## src/rtl/mem_port_arbiter.sv

```systemverilog
`default_nettype none
// ============================================================================
// Module   : mem_port_arbiter
// Purpose  : Shares one memoryController port between fetch (I) and
//            load/store (D) requesters using an IDLE/ISSUE/RESP sequencer.
// Option   : ARB_ROUND_ROBIN_EN - round-robin arbitration in IDLE instead of
//            fixed D-over-I priority.
// Revision : 1.0 - initial release
// ============================================================================
module mem_port_arbiter #(
  parameter int DATA_WIDTH = 32
) (
  input  logic                  clk,
  input  logic                  reset,
  input  logic                  reqI,
  input  logic [DATA_WIDTH-1:0] addrI,
  output logic                  doneI,
  output logic [DATA_WIDTH-1:0] rdataI,
  output logic                  errI,
  input  logic                  reqD,
  input  logic [DATA_WIDTH-1:0] addrD,
  input  logic [DATA_WIDTH-1:0] wdataD,
  input  logic [1:0]            lengthD,
  input  logic                  storeD,
  input  logic                  loadUnsignedD,
  output logic                  doneD,
  output logic [DATA_WIDTH-1:0] rdataD,
  output logic                  errD,
  output logic [DATA_WIDTH-1:0] memAddress,
  output logic [DATA_WIDTH-1:0] memDataWrite,
  output logic [1:0]            memLength,
  output logic                  memStore,
  output logic                  memLoad,
  output logic                  memLoadUnsigned,
  input  logic [DATA_WIDTH-1:0] memDataRead,
  input  logic                  memError
);

  typedef enum logic [1:0] {
    IDLE  = 2'd0,
    ISSUE = 2'd1,
    RESP  = 2'd2
  } state_t;

  localparam logic c_PORT_I = 1'b0;
  localparam logic c_PORT_D = 1'b1;

  state_t r_state;
  logic   r_owner;
  logic   r_last_grant;
  logic   r_err;

  logic   w_idle_pick_d;
  logic   w_grant;
  logic   w_grant_d;
  logic   w_resp;

`ifdef ARB_ROUND_ROBIN_EN
  // On contention, favour whichever port was not granted most recently.
  assign w_idle_pick_d = reqD & (~reqI | (r_last_grant == c_PORT_I));
`else
  assign w_idle_pick_d = reqD;
`endif

  always_comb begin
    w_grant   = 1'b0;
    w_grant_d = 1'b0;
    case (r_state)
      IDLE: begin
        w_grant   = reqI | reqD;
        w_grant_d = w_idle_pick_d;
      end
      RESP: begin
        // Hand-off only to the other port; the owner's held request is ignored.
        w_grant   = (r_owner == c_PORT_I) ? reqD : reqI;
        w_grant_d = (r_owner == c_PORT_I);
      end
      default: begin
        w_grant   = 1'b0;
        w_grant_d = 1'b0;
      end
    endcase
  end

  always_ff @(posedge clk or posedge reset) begin
    if (reset) begin
      r_state         <= IDLE;
      r_owner         <= c_PORT_I;
      r_last_grant    <= c_PORT_I;
      r_err           <= 1'b0;
      memAddress      <= '0;
      memDataWrite    <= '0;
      memLength       <= 2'b00;
      memStore        <= 1'b0;
      memLoad         <= 1'b0;
      memLoadUnsigned <= 1'b0;
    end else begin
      case (r_state)
        IDLE, RESP: begin
          if (w_grant) begin
            r_state      <= ISSUE;
            r_owner      <= w_grant_d;
            r_last_grant <= w_grant_d;
            if (w_grant_d) begin
              memAddress      <= addrD;
              memDataWrite    <= wdataD;
              memLength       <= lengthD;
              memStore        <= storeD;
              memLoad         <= ~storeD;
              memLoadUnsigned <= loadUnsignedD;
            end else begin
              memAddress      <= addrI;
              memLength       <= 2'b10;
              memStore        <= 1'b0;
              memLoad         <= 1'b1;
              memLoadUnsigned <= 1'b0;
            end
          end else begin
            r_state <= IDLE;
          end
        end
        ISSUE: begin
          memStore <= 1'b0;
          memLoad  <= 1'b0;
          r_err    <= memError;
          r_state  <= RESP;
        end
        default: r_state <= IDLE;
      endcase
    end
  end

  assign w_resp = (r_state == RESP);
  assign doneI  = w_resp & (r_owner == c_PORT_I);
  assign doneD  = w_resp & (r_owner == c_PORT_D);
  assign rdataI = doneI ? memDataRead : '0;
  assign rdataD = doneD ? memDataRead : '0;
  assign errI   = doneI & r_err;
  assign errD   = doneD & r_err;

endmodule
`default_nettype wire

```

## config.mk

```make
export PLATFORM = sky130hd
export DESIGN_NAME = mem_port_arbiter
export DESIGN_NICKNAME = d
export VERILOG_FILES = /design/src/rtl/mem_port_arbiter.sv
export SDC_FILE = /design/constraint.sdc
export NUM_CORES = 1
export LEC_CHECK = 0
export CORE_MARGIN = 3
export CORE_UTILIZATION = 31
export DETAILED_ROUTE_END_ITERATION = 7
export PLACE_DENSITY = 0.8
export SETUP_SLACK_MARGIN = 0.4
export SKIP_LAST_GASP = 1
export SYNTH_ARGS = -nofsm -noshare
export SYNTH_HDL_FRONTEND = slang
export SYNTH_SLANG_ARGS = --single-unit
export TNS_END_PERCENT = 30
```

## constraint.sdc

```tcl
create_clock -name clk -period 2.2 [get_ports clk]
set_clock_uncertainty 0.05 [all_clocks]
set_input_delay 0.22 -clock clk [delete_from_list [all_inputs] [get_ports clk]]
set_output_delay 0.22 -clock clk [all_outputs]
set_load 0.01 [all_outputs]
```

# After elaboration in Yosys (flattened, before gate mapping)
# Index checks and enable logic that the tools add are counted.
[totals]
in_bits = 137
reg_bits = 73
elab_cells = 41
output_inout_bits = 137
[op_classes]
n_reduce_logical = 6
n_mux = 16
bitwise = 7
n_eq_ne = 3
[op_table]
columns = ["op", "n"]
rows = [
  ["32-bit two-way mux", 3],
  ["1-bit one-hot mux with 2 select lines", 4],
  ["1-bit two-way mux", 7],
  ["1-bit AND", 4],
  ["2-bit one-hot mux with 2 select lines", 1],
  ["2-bit AND reduction", 2],
  ["3-bit AND reduction", 1],
  ["2-bit by 1-bit equality test with 1-bit output, second input constant", 1],
  ["2-bit equality test, second input constant", 1],
  ["2-bit zero test", 1],
  ["2-bit two-way mux", 1],
  ["2-bit != test, second input constant", 1],
  ["1-bit inverter", 2],
  ["2-bit nonzero test", 1],
  ["2-bit OR reduction", 1],
  ["1-bit OR", 1],
]

# Logic depth before layout (Yosys ltp)
# Gate-level depths: netlist of the first run.
[logic_depth]
ltp_word = 5
ltp_mapped = 6
ltp_nobuf = 4

# Least setup slack after synthesis of the first run
# No wires, ideal clock.
[synth_path]
path_kind = "reg2out"
start = "register r_owner"
end = "output port rdataI[22]"
path_buffers = 1
required_time_ns = 1.930
path_slack_ns = 0.547
stages_incl_launch_ff = 5
arrival_ns = 1.383
path_cell_list = "dfrtp_1 > and2b_1 > nor2b_1 > clkbuf_1 > and2_1"
[synth_between]
elab_chain_len = 3
[synth_rtl]
columns = ["item", "line_no", "source"]
rows = [
  ["start, declared", "49", "logic r_owner;"],
  ["start signal, assigned", "88", "r_owner <= c_PORT_I;"],
  ["start signal, assigned", "102", "r_owner <= w_grant_d;"],
  ["1-bit inverter", "134", "assign doneI = w_resp & (r_owner == c_PORT_I);"],
  ["1-bit AND", "134", ""],
  ["named net doneI", "17", "output logic doneI,"],
  ["32-bit two-way mux", "136", "assign rdataI = doneI ? memDataRead : '0;"],
  ["end, declared", "18", "output logic [DATA_WIDTH-1:0] rdataI,"],
]
# The timed path passes the listed nets, and every way through them passes these cells.

# Worst setup path after layout of the first run
[layout_path]
start = "register r_owner"
end = "output port rdataI[17]"
[layout_between]
elab_chain_len = 3
[layout_rtl]
columns = ["item", "line_no"]
rows = [
  ["1-bit inverter", "134"],
  ["1-bit AND", "134"],
  ["32-bit two-way mux", "136"],
]
# No other way between the ends.

==> results.json, run 1 <==
{
  "wl_per_cell_um": 17.3,
  "grtUsageMet2_pct": 38.9,
  "hold_viol": 0,
  "synth-edff-count": 0,
  "synth.area.top_cells": "dfrtp_1 (51%), and2_1 (12%), inv_1 (10%)",
  "use_met1_pct": 22.6,
  "top_usage_layer": "met2",
  "rsz0062_at_grt": "true",
  "synth-seq-cells": 73,
  "multi_input_area_mm2": 0.00133,
  "dp_hpwl_um": 9850,
  "grt_max_degree": 70,
  "relSlewSlack_pct": 64.4,
  "peakVddDrop_mv": 0.655,
  "port-buffer-count": 273,
  "dp_cells": 748,
  "endpoint_kind": "primary output",
  "syn_nets": 483,
  "synth_area_mm2": 0.00358,
  "area_growth_pct": 92.5,
  "fmax_ghz": 0.516,
  "die_area_mm2": 0.0129,
  "synth_flop_cell": "dfrtp_1",
  "root_buffer": "clkbuf_16",
  "drtIter0Drc": 288,
  "instances_no_fill": 784,
  "core-area_mm2": 0.0111,
  "clock_latency_ns": 0.33,
  "rows": 38,
  "grt_pass1_vias": 4061,
  "seq_area_mm2": 0.00183,
  "p_int_uw": 5620,
  "fill_cells": 911,
  "antenna_found_initial": 1,
  "switchingPower_uw": 2790,
  "die_w_um": 113,
  "crit_required_ns": 1.93,
  "setup_violations": 0,
  "htreeDepth": 3,
  "finalNetCount": 775,
  "cp_max_fo": 8,
  "yosysUniqueCellTypes": 24,
  "grt.total_usage_pct": 21.0,
  "drv_cap": 0,
  "p_leak_uw": 0.00344,
  "cp.arrival_ns": 1.67,
  "status": "finished with violations",
  "die_h_um": 113,
  "p_sw_share_pct": 33.2,
  "synth_top_area_share_pct": 51.0,
  "fin_setup_tns_ns": 0,
  "gr-total-overflow": 0,
  "power_frac_seq_pct": 28.8,
  "synth.avg_cell_area_um2": 10.4,
  "synth_top_area_cell": "dfrtp_1",
  "viasPerCell": 4.68,
  "violations": "DRC",
  "gr-usage-met3_pct": 6.05,
  "tightest_slew_ns": 0.533,
  "ys_warn_count": 0,
  "start_kind": "register",
  "initial_core_util_pct": 32.3,
  "cts-buffers-inserted": 9,
  "cts_hold_buf": 0,
  "slew_violations": 0,
  "power_density_mw_per_mm2": 1220,
  "routed_wl_um": 13600,
  "timing.final.crit_share_pct": 88.1,
  "cts_buffer_depth": 2,
  "drive_above_1_share_pct": 23.6,
  "dr.pass1.iters": 8,
  "synthCells": 346,
  "hp-class": "input pin to async pin",
  "ios": 274,
  "cts.reportedPaths.clkPinSlew_ns": 0.06,
  "clkSinkCount": 73,
  "timing.setup.critical_path_class": "register to primary output",
  "async_flop_share_pct": 100,
  "ant_nets": 0,
  "combPwrFrac_pct": 52.2,
  "clockPowerShare_pct": 19.0,
  "finalPower_uw": 8420,
  "synth.most_common_cell": "inv_1",
  "yosysSeqAreaShare_pct": 51.0,
  "synthTopCellsByCount": "inv_1 (100), dfrtp_1 (73), and2_1 (66)",
  "cts_tree": "yes",
  "grt_first_pass_wirelength_um": 21300,
  "num_vias": 3673,
  "period_needed_ns": 1.94,
  "drc": 2,
  "gp_congestion": 0.751
}
## cells in the final DEF (no fill, tap or decap), types with 2 or more instances in the layout
cell type / n
a22o_1: 2
buf_16: 3
clkbuf_16: 9
clkdlybuf4s50_1: 205
inv_1: 99
inv_6: 2
a222oi_1: 32
and2_1: 59
dfrtp_1: 72
bufinv_16: 2
clkbuf_2: 20
clkinvlp_4: 2
buf_4: 16
nor3_4: 2
buf_12: 5
nand2b_1: 2
buf_2: 31
buf_6: 10
mux2_2: 33
and2_4: 7
dlygate4sd2_1: 8
## power by group through the flow
stage	logic, uW	clock network, uW	registers [uW]
after global placement	4050	0	2410
after CTS	4460	1640	2420
after detailed placement	4160	0	2430
after global routing	4730	1690	2510
final	4390	1600	2420
after floorplan	1520	0	2690
## metal layers
layer  up-vias  part of all wire, %
li1       1707                    -
met4         0                  2.0
met1      1763                   37
met5         -                    0
met3        20                  7.8
met2       183                   53
## layout make-up
class                      instances  share of cell area [%]
antenna                            1                  0.0363
tap                              140                    2.54
sequential                        73                    26.5
multi-input combinational        153                    19.3
clock buffer                      11                    3.52
inverter                         100                    5.50
clock inverter                     5                    1.23
timing repair buffer             301                    41.3
## critical path, cell delays in order (launching register included)
cell,delay (ns)
dfrtp_1,0.38
and2b_2,0.23
nor2b_4,0.17
buf_12,0.14
buf_16,0.12
buf_12,0.09
and2_4,0.12
buf_6,0.09
## state kept, by name (all words and copies together), names as in the netlist
name / count
memAddress: 32
r_err: 1
memLoad: 1
r_state: 2
memLength: 2
r_owner: 1
memLoadUnsigned: 1
memDataWrite: 32
memStore: 1
## logic make-up after synthesis
| family | count (synthesis) | synth area share [%] |
|---|---|---|
| AND/OR/NAND/NOR | 78 | 13.9 |
| flip-flops | 73 | 51.0 |
| buffers and inverters | 121 | 13.6 |
| multiplexers | 34 | 10.7 |
| AO/OA/AOI/OAI | 40 | 10.9 |
## final timing paths
| check | to | cells after the start | slack [ns] | startpoint |
|---|---|---|---|---|
| min | memAddress[17]$_DFFE_PP0P_ | 2 | 0.15 | reset |
| max in group asynchronous | memAddress[14]$_DFFE_PP0P_ | 3 | 1.32 | reset |
| max | rdataI[17] | 7 | 0.26 | r_owner$_DFFE_PP0P_ |
| min in group clk | memLength[1]$_DFFE_PP0P_ | 3 | 0.39 | lengthD[1] |
| max reg2reg | memAddress[10]$_DFFE_PP0P_ | 6 | 0.41 | r_state[1]$_DFF_PP0_ |
| min reg2reg | memDataWrite[15]$_DFFE_PP0P_ | 1 | 0.46 | memDataWrite[15]$_DFFE_PP0P_ |
## through the flow
step / hold WS, ns / util, % / setup WS [ns] / cell area [um^2]
finish: 0.155 / 62.2 / 0.261 / 6900
global placement: 0.440 / 58.7 / 0.0211 / 6500
detailed placement: 0.445 / 58.7 / -0.0537 / 6500
floorplan: 0.274 / - / 0.547 / 3590
CTS: 0.157 / 63.1 / 0.204 / 6990
global route: 0.191 / 62.2 / 0.201 / 6900
## what timing repair did
item / 4_1_cts / 5_1_grt
gates cloned: 7 / 0
resized for setup: 187 / 72
buffers inserted: 12 / 0
setup endpoints to repair: 100 / 100
pin swaps: 14 / 2
(Power assumes the default switching activity.)
==> run 2, diff against run 1 <==
--- a/config.mk
+++ b/config.mk
@@ -8,6 +8,7 @@
 export CORE_MARGIN = 3
 export CORE_UTILIZATION = 31
 export DETAILED_ROUTE_END_ITERATION = 7
+export GPL_TIMING_DRIVEN = 0
 export PLACE_DENSITY = 0.8
 export SETUP_SLACK_MARGIN = 0.4
 export SKIP_LAST_GASP = 1
==> run 2 against run 1 <==
  * The run now ends clean
  * Sequential share of layout area shrank 1.0 points
  * Via count grew 1.9%
  * Worst setup slack lost 0.056 ns
  * Clock-buffer cell count shrank 1
  * Routed wire length grew 4.5%
  * Utilization grew 2.5 points
  * Critical path type unchanged
  * Critical endpoint is now doneD
  * Largest power group unchanged
==> results.json, run 2 (same netlist as run 1, synthesis figures left out) <==
{
  "ant_nets": 0,
  "viasPerCell": 4.70,
  "dp_hpwl_um": 10800,
  "routed_wl_um": 14200,
  "fmax_ghz": 0.501,
  "grt_pass1_vias": 4040,
  "gr-total-overflow": 0,
  "p_leak_uw": 0.00361,
  "drtIter0Drc": 246,
  "grt.total_usage_pct": 21.3,
  "timing.setup.critical_path_class": "register to primary output",
  "cp.arrival_ns": 1.72,
  "holdWs_ns": 0.327,
  "peakVddDrop_mv": 0.663,
  "largestRegisters": "memAddress (32), memDataWrite (32)",
  "rsz0062_at_grt": "true",
  "tightest_slew_ns": 0.778,
  "drc": 0,
  "post-route-util_pct": 64.7,
  "slew_violations": 0,
  "ff2ff_setup_slack_ns": 0.48,
  "relSlewSlack_pct": 48.0,
  "die_h_um": 113,
  "cts_hold_buf": 0,
  "clkSinkCount": 73,
  "grt_max_degree": 41,
  "port-buffer-count": 273,
  "finalNetCount": 787,
  "num_vias": 3743,
  "endpoint_kind": "primary output",
  "cts_buffer_depth": 2,
  "htreeDepth": 3,
  "die_w_um": 113,
  "cts-buffers-inserted": 9,
  "setup_violations": 0,
  "start_kind": "register",
  "cp_max_fo": 10,
  "hp-class": "input pin to async pin",
  "rows": 38,
  "power_density_mw_per_mm2": 1180,
  "drv_cap": 0,
  "crit_required_ns": 1.93,
  "layout_common_cells": "clkdlybuf4s50_1 (206), inv_1 (99), dfrtp_1 (72), buf_6 (37), and2_1 (37)",
  "period_needed_ns": 1.99,
  "wl_per_cell_um": 17.8,
  "cts_tree": "yes",
  "hold_viol": 0,
  "drive_above_1_share_pct": 24.7,
  "grt_first_pass_wirelength_um": 21700,
  "layout_commonest_cell": "clkdlybuf4s50_1",
  "fill_cells": 864,
  "r2r_start": "r_state[0]$_DFF_PP0_",
  "timing.final.crit_share_pct": 90.7,
  "dr.pass1.iters": 7,
  "initial_core_util_pct": 32.3,
  "die_area_mm2": 0.0129,
  "status": "finished clean",
  "rr_endpoint": "memAddress[17]$_DFFE_PP0P_",
  "reg2regPathDepth": 4,
  "root_buffer": "clkbuf_16",
  "gp_congestion": 0.890,
  "ios": 274,
  "clock_latency_ns": 0.32,
  "cts.reportedPaths.clkPinSlew_ns": 0.06,
  "core-area_mm2": 0.0111,
  "antenna_found_initial": 1,
  "area_growth_pct": 100
}
run 2: per-stage QoR:
step | TNS, ns | total power, uW | setup slack [ns] | area, um^2 | cells
2_1_floorplan | 0 | 4200 | 0.547 | 3590 | 346
3_3_place_gp | -3.09 | 6490 | -0.154 | 6490 | 759
3_5_place_dp | -4.57 | 6650 | -0.212 | 6510 | 760
4_1_cts | 0 | 8370 | 0.132 | 7030 | 792
5_1_grt | 0 | 8970 | 0.126 | 7170 | 796
6_report | 0 | 8470 | 0.206 | 7170 | 796
run 2: area by class of cell:
type / count / area (um^2) / share of cell area (%)
clock inverter: 6 / 65.1 / 0.908
tap: 140 / 175 / 2.44
clock buffer: 10 / 229 / 3.19
buffer: 21 / 191 / 2.67
inverter: 100 / 379 / 5.29
multi-input combinational: 153 / 1380 / 19.2
sequential: 73 / 1830 / 25.5
antenna: 1 / 2.50 / 0.0349
timing repair buffer: 292 / 2920 / 40.7
run 2: per-layer routing:
metal  wire, um  vias up  share of wire, %  global-route usage [%]
met5          0        -                 0                       0
met4        238        0               1.7                    6.73
met3       1260       16               8.9                    6.53
met2       7800      177                55                    40.0
met1       4870     1821                34                    22.7
li1           -     1729                 -                       -
run 2: where the power goes:
part | internal, uW | switching, uW
combinational | 2710 | 1870
sequential | 2030 | 397
clock | 883 | 583
total | 5620 | 2850
run 2: worst max path at each step:
stage,start,slack [ns],end,cells past startpoint
floorplan,r_owner$_DFFE_PP0P_,0.55,rdataI[22],4
global placement,r_owner$_DFFE_PP0P_,-0.15,rdataI[23],5
detailed placement,r_owner$_DFFE_PP0P_,-0.21,rdataI[23],5
CTS,r_state[1]$_DFF_PP0_,0.13,rdataD[0],5
global route,r_state[1]$_DFF_PP0_,0.13,doneD,4
finish,r_state[0]$_DFF_PP0_,0.21,doneD,3
run 2: timing repair:
action	CTS	global route
gates cloned	4	1
setup buffers	12	2
pin swaps	24	11
setup endpoints to repair	98	102
hold endpoints to repair	0	0
gates resized for setup	216	76
run 2: critical path: stages, from the launching register on:
cell and delay, ns:
dfrtp_2 0.49, nor2_4 0.19, clkbuf_8 0.18, clkdlybuf4s50_1 0.54
